===== src/rtl/riscv_pkg.sv =====
// Shared load/store definitions for the data-memory access path.
// Funct3 encodings, FSM states and store lane helpers.
package riscv_pkg;

    localparam logic [2:0] F3_B  = 3'b000;
    localparam logic [2:0] F3_H  = 3'b001;
    localparam logic [2:0] F3_W  = 3'b010;
    localparam logic [2:0] F3_BU = 3'b100;
    localparam logic [2:0] F3_HU = 3'b101;

    typedef enum logic [1:0] {
        IDLE = 2'd0,
        BUS  = 2'd1,
        RESP = 2'd2
    } mem_state_e;

    function automatic logic f3_legal(input logic is_st, input logic [2:0] f3);
        logic ok;
        ok = 1'b0;
        case (f3)
            F3_B, F3_H, F3_W: ok = 1'b1;
            F3_BU, F3_HU:     ok = !is_st;
            default:          ok = 1'b0;
        endcase
        return ok;
    endfunction

    function automatic logic misaligned(input logic [2:0] f3, input logic [1:0] off);
        logic bad;
        bad = 1'b0;
        case (f3[1:0])
            2'b01:   bad = off[0];
            2'b10:   bad = (off != 2'b00);
            default: bad = 1'b0;
        endcase
        return bad;
    endfunction

    function automatic logic [3:0] store_strb(input logic [2:0] f3, input logic [1:0] off);
        logic [3:0] s;
        s = 4'b0000;
        case (f3[1:0])
            2'b00:   s = 4'b0001 << off;
            2'b01:   s = 4'b0011 << off;
            default: s = 4'b1111;
        endcase
        return s;
    endfunction

    function automatic logic [31:0] store_data(input logic [2:0] f3, input logic [31:0] wd);
        logic [31:0] d;
        d = wd;
        case (f3[1:0])
            2'b00:   d = {4{wd[7:0]}};
            2'b01:   d = {2{wd[15:0]}};
            default: d = wd;
        endcase
        return d;
    endfunction

endpackage


===== src/rtl/data_mem_access_unit_load_align.sv =====
// Load lane extraction and sign/zero extension of a memory read word.
// Purely combinational; unknown funct3 yields zero.
module load_align
    import riscv_pkg::*;
(
    input  logic [2:0]  funct3,
    input  logic [1:0]  offset,
    input  logic [31:0] word,
    output logic [31:0] ext
);

    logic [7:0]  byte_sel;
    logic [15:0] half_sel;

    assign byte_sel = word[{offset, 3'b000} +: 8];
    assign half_sel = word[{offset[1], 4'b0000} +: 16];

    always_comb begin
        ext = '0;
        case (funct3)
            F3_B:    ext = {{24{byte_sel[7]}}, byte_sel};
            F3_BU:   ext = {24'h0, byte_sel};
            F3_H:    ext = {{16{half_sel[15]}}, half_sel};
            F3_HU:   ext = {16'h0, half_sel};
            F3_W:    ext = word;
            default: ext = '0;
        endcase
    end

endmodule


===== src/rtl/data_mem_access_unit.sv =====
// Data-memory access unit: turns MemRead/MemWrite into a valid/ready bus
// transaction with lane strobes, load extension, misalign and timeout faults.
module data_mem_access_unit
    import riscv_pkg::*;
#(
    parameter int unsigned TIMEOUT_CYCLES = 255
) (
    input  logic        clk,
    input  logic        rst,
    input  logic        mem_read,
    input  logic        mem_write,
    input  logic [2:0]  funct3,
    input  logic [31:0] addr,
    input  logic [31:0] wdata,
    output logic        stall,
    output logic        done,
    output logic [31:0] rdata,
    output logic        fault,
    output logic        bus_valid,
    output logic        bus_we,
    output logic [31:0] bus_addr,
    output logic [3:0]  bus_wstrb,
    output logic [31:0] bus_wdata,
    input  logic        bus_ready,
    input  logic [31:0] bus_rdata
);

    localparam int CW = $clog2(TIMEOUT_CYCLES + 1);
    localparam logic [CW-1:0] TO_LAST = CW'(TIMEOUT_CYCLES - 1);

    mem_state_e  state_q, state_d;
    logic [CW-1:0] cnt_q, cnt_d;
    logic [1:0]  off_q, off_d;
    logic [2:0]  f3_q, f3_d;
    logic        we_q, we_d;
    logic [31:0] addr_q, addr_d;
    logic [3:0]  strb_q, strb_d;
    logic [31:0] wdata_q, wdata_d;
    logic [31:0] rdata_q, rdata_d;
    logic        tmo_q, tmo_d;

    logic        req;
    logic        is_st;
    logic [31:0] ext;

    // Requests are masked during reset so stall/fault fall with it.
    assign req   = (mem_read | mem_write) & ~rst;
    assign is_st = mem_write;

    load_align u_align (
        .funct3 (f3_q),
        .offset (off_q),
        .word   (rdata_q),
        .ext    (ext)
    );

    always_ff @(posedge clk or posedge rst) begin
        if (rst) begin
            state_q <= IDLE;
            cnt_q   <= '0;
            off_q   <= '0;
            f3_q    <= '0;
            we_q    <= 1'b0;
            addr_q  <= '0;
            strb_q  <= '0;
            wdata_q <= '0;
            rdata_q <= '0;
            tmo_q   <= 1'b0;
        end else begin
            state_q <= state_d;
            cnt_q   <= cnt_d;
            off_q   <= off_d;
            f3_q    <= f3_d;
            we_q    <= we_d;
            addr_q  <= addr_d;
            strb_q  <= strb_d;
            wdata_q <= wdata_d;
            rdata_q <= rdata_d;
            tmo_q   <= tmo_d;
        end
    end

    always_comb begin
        state_d = state_q;
        cnt_d   = cnt_q;
        off_d   = off_q;
        f3_d    = f3_q;
        we_d    = we_q;
        addr_d  = addr_q;
        strb_d  = strb_q;
        wdata_d = wdata_q;
        rdata_d = rdata_q;
        tmo_d   = 1'b0;
        stall   = 1'b0;
        done    = 1'b0;
        rdata   = '0;
        fault   = tmo_q;

        case (state_q)
            IDLE: begin
                // The timed-out instruction retires on the fault cycle.
                if (req && !tmo_q) begin
                    if (!f3_legal(is_st, funct3) || misaligned(funct3, addr[1:0])) begin
                        fault = 1'b1;
                    end else begin
                        stall   = 1'b1;
                        state_d = BUS;
                        cnt_d   = '0;
                        off_d   = addr[1:0];
                        f3_d    = funct3;
                        we_d    = is_st;
                        addr_d  = {addr[31:2], 2'b00};
                        strb_d  = is_st ? store_strb(funct3, addr[1:0]) : 4'b0000;
                        wdata_d = is_st ? store_data(funct3, wdata) : 32'h0;
                    end
                end
            end
            BUS: begin
                stall = 1'b1;
                if (bus_ready) begin
                    rdata_d = bus_rdata;
                    state_d = RESP;
                end else if (cnt_q == TO_LAST) begin
                    state_d = IDLE;
                    tmo_d   = 1'b1;
                end else begin
                    cnt_d = cnt_q + CW'(1);
                end
            end
            RESP: begin
                done    = 1'b1;
                rdata   = we_q ? 32'h0 : ext;
                state_d = IDLE;
            end
            default: state_d = IDLE;
        endcase
    end

    assign bus_valid = (state_q == BUS);
    assign bus_we    = bus_valid & we_q;
    assign bus_addr  = bus_valid ? addr_q : 32'h0;
    assign bus_wstrb = bus_valid ? strb_q : 4'b0000;
    assign bus_wdata = bus_valid ? wdata_q : 32'h0;

endmodule


===== config.mk =====
export PLATFORM = sky130hd
export DESIGN_NAME = data_mem_access_unit
export DESIGN_NICKNAME = d
export VERILOG_FILES = /design/src/rtl/riscv_pkg.sv /design/src/rtl/data_mem_access_unit_load_align.sv /design/src/rtl/data_mem_access_unit.sv
export SDC_FILE = /design/constraint.sdc
export NUM_CORES = 1
export LEC_CHECK = 0
export CORE_MARGIN = 4
export CORE_UTILIZATION = 47
export DETAILED_ROUTE_END_ITERATION = 12
export HOLD_SLACK_MARGIN = 0.1
export PLACE_DENSITY = 0.79
export SLEW_MARGIN = 10
export SYNTH_ARGS = -nofsm -noshare
export SYNTH_HDL_FRONTEND = slang
export SYNTH_HIERARCHICAL = 1
export SYNTH_SLANG_ARGS = --single-unit
export TNS_END_PERCENT = 50

===== constraint.sdc =====
create_clock -name clk -period 5.8 [get_ports clk]
set_clock_uncertainty 0.2 [all_clocks]
set_input_delay 1.74 -clock clk [delete_from_list [all_inputs] [get_ports clk]]
set_output_delay 1.74 -clock clk [all_outputs]
set_load 0.02 [all_outputs]

==> flow_summary.yaml, run 1 <==
detailed_routing:
  vias: 5644
  first_pass_iters: 5
  detail_route.iter0.violations: 542
  wl_per_cell_um: 17.6
  route.detailed.drc: 0
  vias_per_cell: 5.43
  ant_nets: 0
  wl_met3_mm: 1.61
  wl_met1_mm: 7.36
  met2_wirelength_mm: 9.01
  wl_mm: 18.3
  top_layer: "met4"
critical_path:
  end_kind: "primary output"
  crit_buf_inv: 3
  start_kind: "primary input"
  path_max_fanout: 3
  worst_path_dominant_cell_family: "buffers and inverters"
  ff2ff_path_depth: 5
  critPathRequiredTime_ns: 3.86
  crit_slowest_cell: "clkdlybuf4s50_1"
  crit_type: "in2out"
  crit_chain: "clkdlybuf4s50_1 -> inv_1 -> ha_1 -> nor3_1 -> o22a_1 -> o21ai_0 -> o21bai_1 -> dlygate4sd2_1"
  arrival_ns: 3.60
  cp.depth: 8
  critPathMaxStageDelay_ns: 0.50
cts:
  cts_tree: "yes"
  cts.root.buffer_cell: "clkbuf_16"
  clock_latency_ns: 0.41
  cts_setup_buffers: 0
  cts.sink_count: 115
  cts_buffers: 17
  cts_buffer_depth: 2
  clk_pin_slew_worst_paths_ns: 0.05
  htreeDepth: 4
place:
  dp.cells: 1007
  dp_hpwl_mm: 12.8
  gp_congestion: 0.888
  dpl_cell_area_um2: 8690
  numPortBuffers: 206
power:
  peakVddDrop_v: 0.000256
  power_density_nw_per_um2: 404
  p_leak_nw: 4.10
hold_path:
  hold_path_depth: 2
  hold_path.class: "reg2reg"
layout:
  multi_input_area_um2: 3360
  fill_cells: 1037
  regArea_um2: 2880
  fin_nets: 959
  stdcell_count: 1039
  syn_to_final_growth_pct: 41.9
  design_area_um2: 9290
  drive_gt1_share_pct: 14.7
  antenna_cells: 0
global_route:
  grt_pass1_vias: 5861
  grt_max_degree: 88
  grt_use_total_pct: 23.5
  grt_pass1_wl_mm: 30.2
  antenna_found_initial: 0
  grt-ovfl-total: 0
synth:
  synth_area_um2: 6550
  yosys_warnings: 6
  synth_edf_count: 0
  ys_ff_latch: 115
  postSynth.asyncResetShare_pct: 100
  synthCells: 660
  ys_seq_area_share_pct: 44.0
  postSynthAreaPerCell_um2: 9.92
  synth_top_flop_cell: "dfrtp_1"
  synth_cell_type_count: 49
timing:
  max_slew_margin_pct: 24.5
  fmax_ghz: 0.181
  fin_crit_ns: 5.54
  rsz0062_at_grt: "false"
  hold_ws_ns: 0.265
  finalSetupViolations: 0
  worstMarginPinSlew_ns: 1.13
  fin_crit_sh_pct: 95.5
  finalHoldViolations: 0
  finalMaxSlewViolations: 0
floorplan:
  die_h_um: 126
  core_area_um2: 13500
  io_pins: 209
  initial_core_util_pct: 48.7
  die_area_um2: 15900
  rows: 42
  dieWidth_um: 126
job:
  drv_cap: 0
outcome:
  status: "completed"
==> synth_stat cells (4+ instances only) <==
cell type,count,area (um^2)
or2_2,5,31.3
nand2_1,99,372
o21ai_0,43,215
a221o_1,6,60.1
inv_1,9,33.8
nor2b_1,4,25.0
clkbuf_1,22,82.6
nand2b_1,4,25.0
nor3_1,4,20.0
and2_1,99,619
o211ai_1,16,120
o221ai_1,8,70.1
buf_6,9,101
buf_4,4,30.0
dfrtp_1,115,2880
buf_2,15,75.1
mux2i_1,9,90.1
a22o_1,11,96.3
ha_1,5,62.6
mux2_4,34,510
o31ai_1,16,120
nor2_1,33,124
mux2_2,35,394
nand3_1,19,95.1
==> cell families (layout without fill, tap and decap cells) <==
group,after synthesis,in the layout,share of synthesized area (%)
and+or+nand+nor,282,282,22.0
AOI/OAI and AO/OA,118,118,12.8
DFF,115,115,44.0
muxes,78,78,15.2
buffers and inverters,61,263,5.06
adders and majority gates,5,5,0.955
other,1,2,0.0573
==> through the flow <==
step	worst slack, ns	setup TNS, ns	total power (W)	utilization (%)
floorplan	0.816	0	0.00228	-
global placement	-0.0310	-0.0310	0.00264	64.6
detailed placement	-0.0944	-0.0944	0.00269	64.6
CTS	0.0697	0	0.00377	69.1
global route	0.119	0	0.00397	69.1
finish	0.261	0	0.00376	69.1
==> layer usage <==
layer,up-vias,track usage (%)
met5,-,0
met4,0,8.52
li1,2645,-
met1,2701,29.1
met2,267,38.0
met3,31,8.47
==> power breakdown <==
| group | switching (W) | internal [W] |
|---|---|---|
| Sequential | 0.000262 | 0.00111 |
| Combinational | 0.000618 | 0.000703 |
| Clock | 0.000358 | 0.000705 |
==> final timing paths <==
check | start | end | slack, ns
hold / removal | wdata_q[29] | wdata_q[29] | 0.27
setup reg to reg | state_q[0] | rdata_q[9] | 3.56
hold reg to reg | wdata_q[29] | wdata_q[29] | 0.27
setup / recovery | funct3[0] | fault | 0.26
min in group asynchronous | rst | tmo_q | 1.76
max in group asynchronous | rst | rdata_q[25] | 2.79
==> sequential cells by signal, summed over array words and instances (netlist names) <==
register / cells
rdata_q: 32
wdata_q: 32
addr_q: 30
cnt_q: 8
strb_q: 4
f3_q: 3
off_q: 2
state_q: 2
tmo_q: 1
we_q: 1
==> tightest hold or removal path: stages, from the launching register on <==
cell and delay [ns]:
dfrtp_1 0.33, nand2_1 0.05, o31ai_1 0.05
==> timing repair <==
action                     4_1_cts  5_1_grt
setup endpoints to repair        1        1
pin swaps                        0        0
hold buffers                     0        0
gates resized for setup          2        1
==> cell usage in the layout (no fill, tap or decap), types with 9 or more instances in the layout <==
| cell type | synthesis | routed |
|---|---|---|
| a22o_1 | 11 | 11 |
| and2_1 | 99 | 99 |
| o31ai_1 | 16 | 16 |
| clkbuf_16 | 0 | 17 |
| mux2i_1 | 9 | 9 |
| nor2_1 | 33 | 33 |
| mux2_4 | 34 | 34 |
| dfrtp_1 | 115 | 115 |
| clkdlybuf4s50_1 | 0 | 204 |
| o211ai_1 | 16 | 16 |
| nand3_1 | 19 | 19 |
| o21ai_0 | 43 | 43 |
| nand2_1 | 99 | 99 |
| buf_4 | 4 | 15 |
| mux2_2 | 35 | 35 |
==> area by class of cell <==
cell class | count | area share (%)
multi-input cells | 485 | 36.1
flip-flops and latches | 115 | 31.0
repair buffers | 222 | 23.6
clock buffers | 22 | 5.10
well taps | 176 | 2.37
clock inverters | 10 | 1.40
inverters | 9 | 0.390
No activity file was read; power rests on OpenSTA's default activity.
==> run 2: changes to the inputs <==
ABC_CLOCK_PERIOD_IN_PS = 5800   (was unset)
PLACE_DENSITY = 0.8   (was 0.79)
SYNTH_HIERARCHICAL = unset   (was 1)
==> flow_summary.yaml, run 2 <==
place:
  gp_congestion: 0.873
  dpl_cell_area_um2: 8490
  dp_hpwl_mm: 13.0
  dp.cells: 982
  numPortBuffers: 206
timing:
  finalSetupViolations: 0
  fin_crit_ns: 5.63
  rsz0062_at_grt: "false"
  max_slew_margin_pct: 36.3
  tns_ns: 0
  finalMaxSlewViolations: 0
  finalHoldViolations: 0
  fmax_ghz: 0.177
  worstMarginPinSlew_ns: 0.954
  fin_crit_sh_pct: 97.1
global_route:
  grt_max_degree: 70
  antenna_found_initial: 2
  grt_pass1_vias: 5591
  grt_pass1_wl_mm: 29.2
  grt_use_total_pct: 23.4
  grt-ovfl-total: 0
detailed_routing:
  wl_mm: 18.1
  first_pass_iters: 5
  wl_per_cell_um: 17.9
  detail_route.iter0.violations: 361
  ant_nets: 0
  vias_per_cell: 5.34
  route.detailed.drc: 0
  vias: 5415
layout:
  design_area_um2: 9080
  drive_gt1_share_pct: 16.1
  fin_nets: 934
  layout_common_cells: "clkdlybuf4s50_1 (204), dfrtp_1 (115), nand2_1 (109)"
  syn_to_final_growth_pct: 42.6
  top_regs: "rdata_q: 32 flops, wdata_q: 32 flops, addr_q: 30 flops"
  mostFrequentLayoutCell: "clkdlybuf4s50_1"
  stdcell_count: 1014
hold_path:
  hold_path.class: "reg2reg"
  hold_path_depth: 2
power:
  seqPwrFrac_pct: 37.4
  peakVddDrop_v: 0.000200
  p_comb_share_pct: 34.4
  power.share.switching_pct: 32.7
  power.internal_w: 0.00248
  p_leak_nw: 3.91
  power_density_nw_per_um2: 406
  switchingPower_w: 0.00121
  clkPwrFrac_pct: 28.2
critical_path:
  start_kind: "primary input"
  end_kind: "primary output"
  crit_type: "in2out"
  critPathRequiredTime_ns: 3.86
  ff2ff_path_depth: 5
  reg2reg_slack_ns: 3.16
  arrival_ns: 3.69
  path_max_fanout: 3
cts:
  cts_buffers: 17
  cts_tree: "yes"
  cts.sink_count: 115
  clock_latency_ns: 0.41
  clk_pin_slew_worst_paths_ns: 0.05
  cts_setup_buffers: 0
  cts.root.buffer_cell: "clkbuf_16"
  htreeDepth: 4
  cts_buffer_depth: 2
synth:
  postSynthAreaPerCell_um2: 10.1
  synth_top_flop_cell: "dfrtp_1"
  postSynth.asyncResetShare_pct: 100
  synth_area_um2: 6370
  synth_cell_type_count: 55
  yosys_warnings: 0
  synth_top_area_cell: "dfrtp_1"
  ys_seq_area_share_pct: 45.2
  synth_top_area_share_pct: 45.2
  synthCells: 631
  synthTopCellsByCount: "dfrtp_1 (115), nand2_1 (109), and2_1 (67)"
  ys_ff_latch: 115
  ys_top_cells_by_area: "dfrtp_1 (45%), mux2_4 (8.3%), and2_1 (6.6%)"
  synth_edf_count: 0
  yosysMostFrequentCell: "dfrtp_1"
floorplan:
  core_area_um2: 13200
  initial_core_util_pct: 48.1
  dieWidth_um: 124
  die_h_um: 124
  io_pins: 209
  rows: 42
  die_area_um2: 15500
outcome:
  status: "completed"
job:
  drv_cap: 0
==> run 2: cell families (layout without fill, tap and decap cells) <==
logic type	Yosys count	after routing	share of synthesized area, %
AO/OA/AOI/OAI	128	128	14.1
other	1	4	0.0589
flip-flops	115	115	45.2
AND/OR/NAND/NOR	245	245	18.5
buffers and inverters	60	264	5.30
adder cells (fa/ha/maj)	5	5	0.982
multiplexers	77	77	15.8
==> run 2: final cells by class <==
type | count | area (um^2)
diodes | 2 | 5.00
clock buffers | 26 | 519
clock inverters | 4 | 70.1
fillers | 990 | 4160
inverters | 13 | 51.3
multi-input cells | 457 | 3160
flip-flops and latches | 115 | 2880
well taps | 176 | 220
repair buffers | 221 | 2170
==> run 2: worst paths after layout <==
kind / start / to
worst max-delay path: funct3[0] / fault
worst min-delay path: wdata_q[21] / wdata_q[21]
worst max register to register: state_q[0] / rdata_q[5]
worst min register to register: wdata_q[21] / wdata_q[21]
max in group asynchronous: rst / addr_q[29]
min in group asynchronous: rst / wdata_q[22]
==> run 2: repair_timing <==
action,4_1_cts,5_1_grt
gates resized for setup,3,0
hold buffers,0,0
setup endpoints to repair,2,0
==> run 2: through the flow <==
step           hold WS (ns)  power [W]  worst slack (ns)  utilization (%)
2_1_floorplan         0.240    0.00223             0.568                -
3_3_place_gp          0.253    0.00258           -0.0312             64.1
3_5_place_dp          0.262    0.00265            -0.105             64.1
4_1_cts               0.274    0.00370             0.157             68.5
5_1_grt               0.284    0.00388            0.0682             68.6
6_report              0.272    0.00369             0.166             68.6
==> run 2: worst max-delay path, cell delays in order <==
cell and delay, ns:
clkdlybuf4s50_1 0.50, inv_1 0.08, ha_1 0.26, nor3_2 0.22, o22ai_2 0.11, nor2b_2 0.18
o41ai_1 0.24, dlygate4sd2_1 0.38
==> run 2: layer usage <==
layer  wire length, um  up-vias  GRT usage, %
li1                  -     2548             -
met1              7970     2589          30.4
met2              8590      244          37.2
met3              1160       34          6.43
met4               422        0          8.96
met5                 0        -             0
==> run 2: power by group through the flow <==
stage                     Clock (W)  Sequential, W  Combinational [W]
after CTS                   0.00106        0.00137            0.00128
after floorplan                   0        0.00126           0.000966
after global placement            0        0.00135            0.00123
after detailed placement          0        0.00138            0.00127
final                       0.00104        0.00138            0.00127
after global routing        0.00109        0.00142            0.00137
==> run 3: changes to the inputs <==
CORE_UTILIZATION = 60   (was 47)
DONT_BUFFER_PORTS = 1   (was unset)
PLACE_DENSITY = 0.74   (was 0.8)
SYNTH_HIERARCHICAL = 1   (was unset)
==> flow_summary.yaml, run 3 (synthesis gave the netlist of run 1 again) <==
outcome:
  status: "completed"
critical_path:
  arrival_ns: 3.36
  crit_type: "in2out"
  crit_top_cell: "o21ai_0"
  end_kind: "primary output"
  crit_slowest_cell: "ha_1"
  critPathMaxStageDelay_ns: 0.46
  crit_chain: "inv_1 -> ha_1 -> o21ai_0 -> a21boi_0 -> o21ai_0 -> o21bai_1 -> buf_4"
  path_max_fanout: 15
  critPathRequiredTime_ns: 3.86
  start_kind: "primary input"
global_route:
  grt_use_total_pct: 25.1
  grt_pass1_vias: 4782
  antenna_found_initial: 0
  grt_max_degree: 106
  grt-ovfl-total: 0
  grt_pass1_wl_mm: 25.3
job:
  drv_cap: 0
floorplan:
  core_area_um2: 10500
  die_area_um2: 12600
  dieWidth_um: 112
  io_pins: 209
  die_h_um: 112
  rows: 37
  initial_core_util_pct: 62.6
layout:
  mostFrequentLayoutCell: "dfrtp_1"
  antenna_cells: 0
  top_regs: "rdata_q: 32 flops, wdata_q: 32 flops, addr_q: 30 flops"
  syn_to_final_growth_pct: 8.29
  drive_gt1_share_pct: 18.4
  fill_cells: 818
  fin_nets: 744
  layout_common_cells: "dfrtp_1 (115), nand2_1 (99), and2_1 (99)"
  design_area_um2: 7090
detailed_routing:
  wl_per_cell_um: 20.0
  vias_per_cell: 6.09
  wl_mm: 15.7
  vias: 4777
  detail_route.iter0.violations: 441
  first_pass_iters: 5
  route.detailed.drc: 0
  ant_nets: 0
power:
  power_density_nw_per_um2: 493
  p_leak_nw: 3.27
  totalPowerFinal_w: 0.00350
  peakVddDrop_v: 0.000253
timing:
  fmax_ghz: 0.189
  fin_crit_ns: 5.30
  finalMaxSlewViolations: 0
  rsz0062_at_grt: "false"
  layout_setup_ws_ns: 0.500
  max_slew_margin_pct: 20.1
  fin_crit_sh_pct: 91.4
  tns_ns: 0
  finalHoldViolations: 0
  worstMarginPinSlew_ns: 1.20
  finalSetupViolations: 0
cts:
  htreeDepth: 4
  cts_setup_buffers: 0
  cts.sink_count: 115
  cts_hold_buffers: 0
  cts_buffer_depth: 2
  cts_buffers: 17
  cts.root.buffer_cell: "clkbuf_8"
  cts_resized: 0
  clock_latency_ns: 0.52
  clk_pin_slew_worst_paths_ns: 0.06
  cts_tree: "yes"
place:
  pre_cts_ws_ns: 0.540
  dpl_cell_area_um2: 6490
  gp_congestion: 0.875
  dp_hpwl_mm: 10.9
  numPortBuffers: 0
hold_path:
  hold_path.class: "reg2reg"
run 3: cell types whose count changed in the layout (fill, tap and decap cells not counted), sizes merged, moves of 7 or more:
cell,delta
buf,-8
nand3,+15
and2,+33
nand2,-10
o221ai,+7
clkdlybuf4s50,-204
a21oi,-33
o211ai,+15
run 3: worst paths after layout:
path                            slack (ns)         from     endpoint  cells past startpoint
worst min register to register        0.27  wdata_q[27]  wdata_q[27]                      2
worst min-delay path                  0.27  wdata_q[27]  wdata_q[27]                      2
max in group asynchronous             3.23          rst   addr_q[23]                      2
min in group asynchronous             1.08          rst  wdata_q[26]                      1
worst max register to register        3.36   state_q[0]   addr_q[10]                      4
worst max-delay path                  0.50    funct3[1]        fault                      7
run 3: cell type report:
type | instances | area, um^2 | share of cell area [%]
well taps | 136 | 170 | 2.40
multi-input cells | 485 | 3360 | 47.4
clock inverters | 10 | 123 | 1.73
flip-flops and latches | 115 | 2880 | 40.6
repair buffers | 7 | 52.6 | 0.741
inverters | 9 | 36.3 | 0.512
clock buffers | 22 | 473 | 6.67
run 3: per-stage QoR:
step                hold WS [ns]  std cells  util [%]
finish                     0.270        784      67.8
global route               0.296        784      67.8
CTS                        0.272        784      67.8
detailed placement         0.259        752      62.1
global placement           0.253        752      62.1
floorplan                  0.240        661         -
run 3: power by group:
group / switching (W) / internal (W) / total [W]
clock: 0.000378 / 0.000660 / 0.00104
combinational: 0.000564 / 0.000519 / 0.00108
sequential: 0.000268 / 0.00111 / 0.00138
run 3: worst max-delay path, delay by kind of cell:
family          cells  cell delay [ns]
compound gates      4             0.91
buf+inv             2             0.24
fa+ha+maj           1             0.46
run 3: routing by layer:
layer | up-vias | part of all wire, % | wire [um] | track usage (%)
met2 | 213 | 49 | 7640 | 38.9
met3 | 24 | 8.4 | 1310 | 8.79
met5 | - | 0 | 0 | 0
met4 | 0 | 1.3 | 210 | 8.81
met1 | 2321 | 42 | 6500 | 32.8
li1 | 2219 | - | - | -
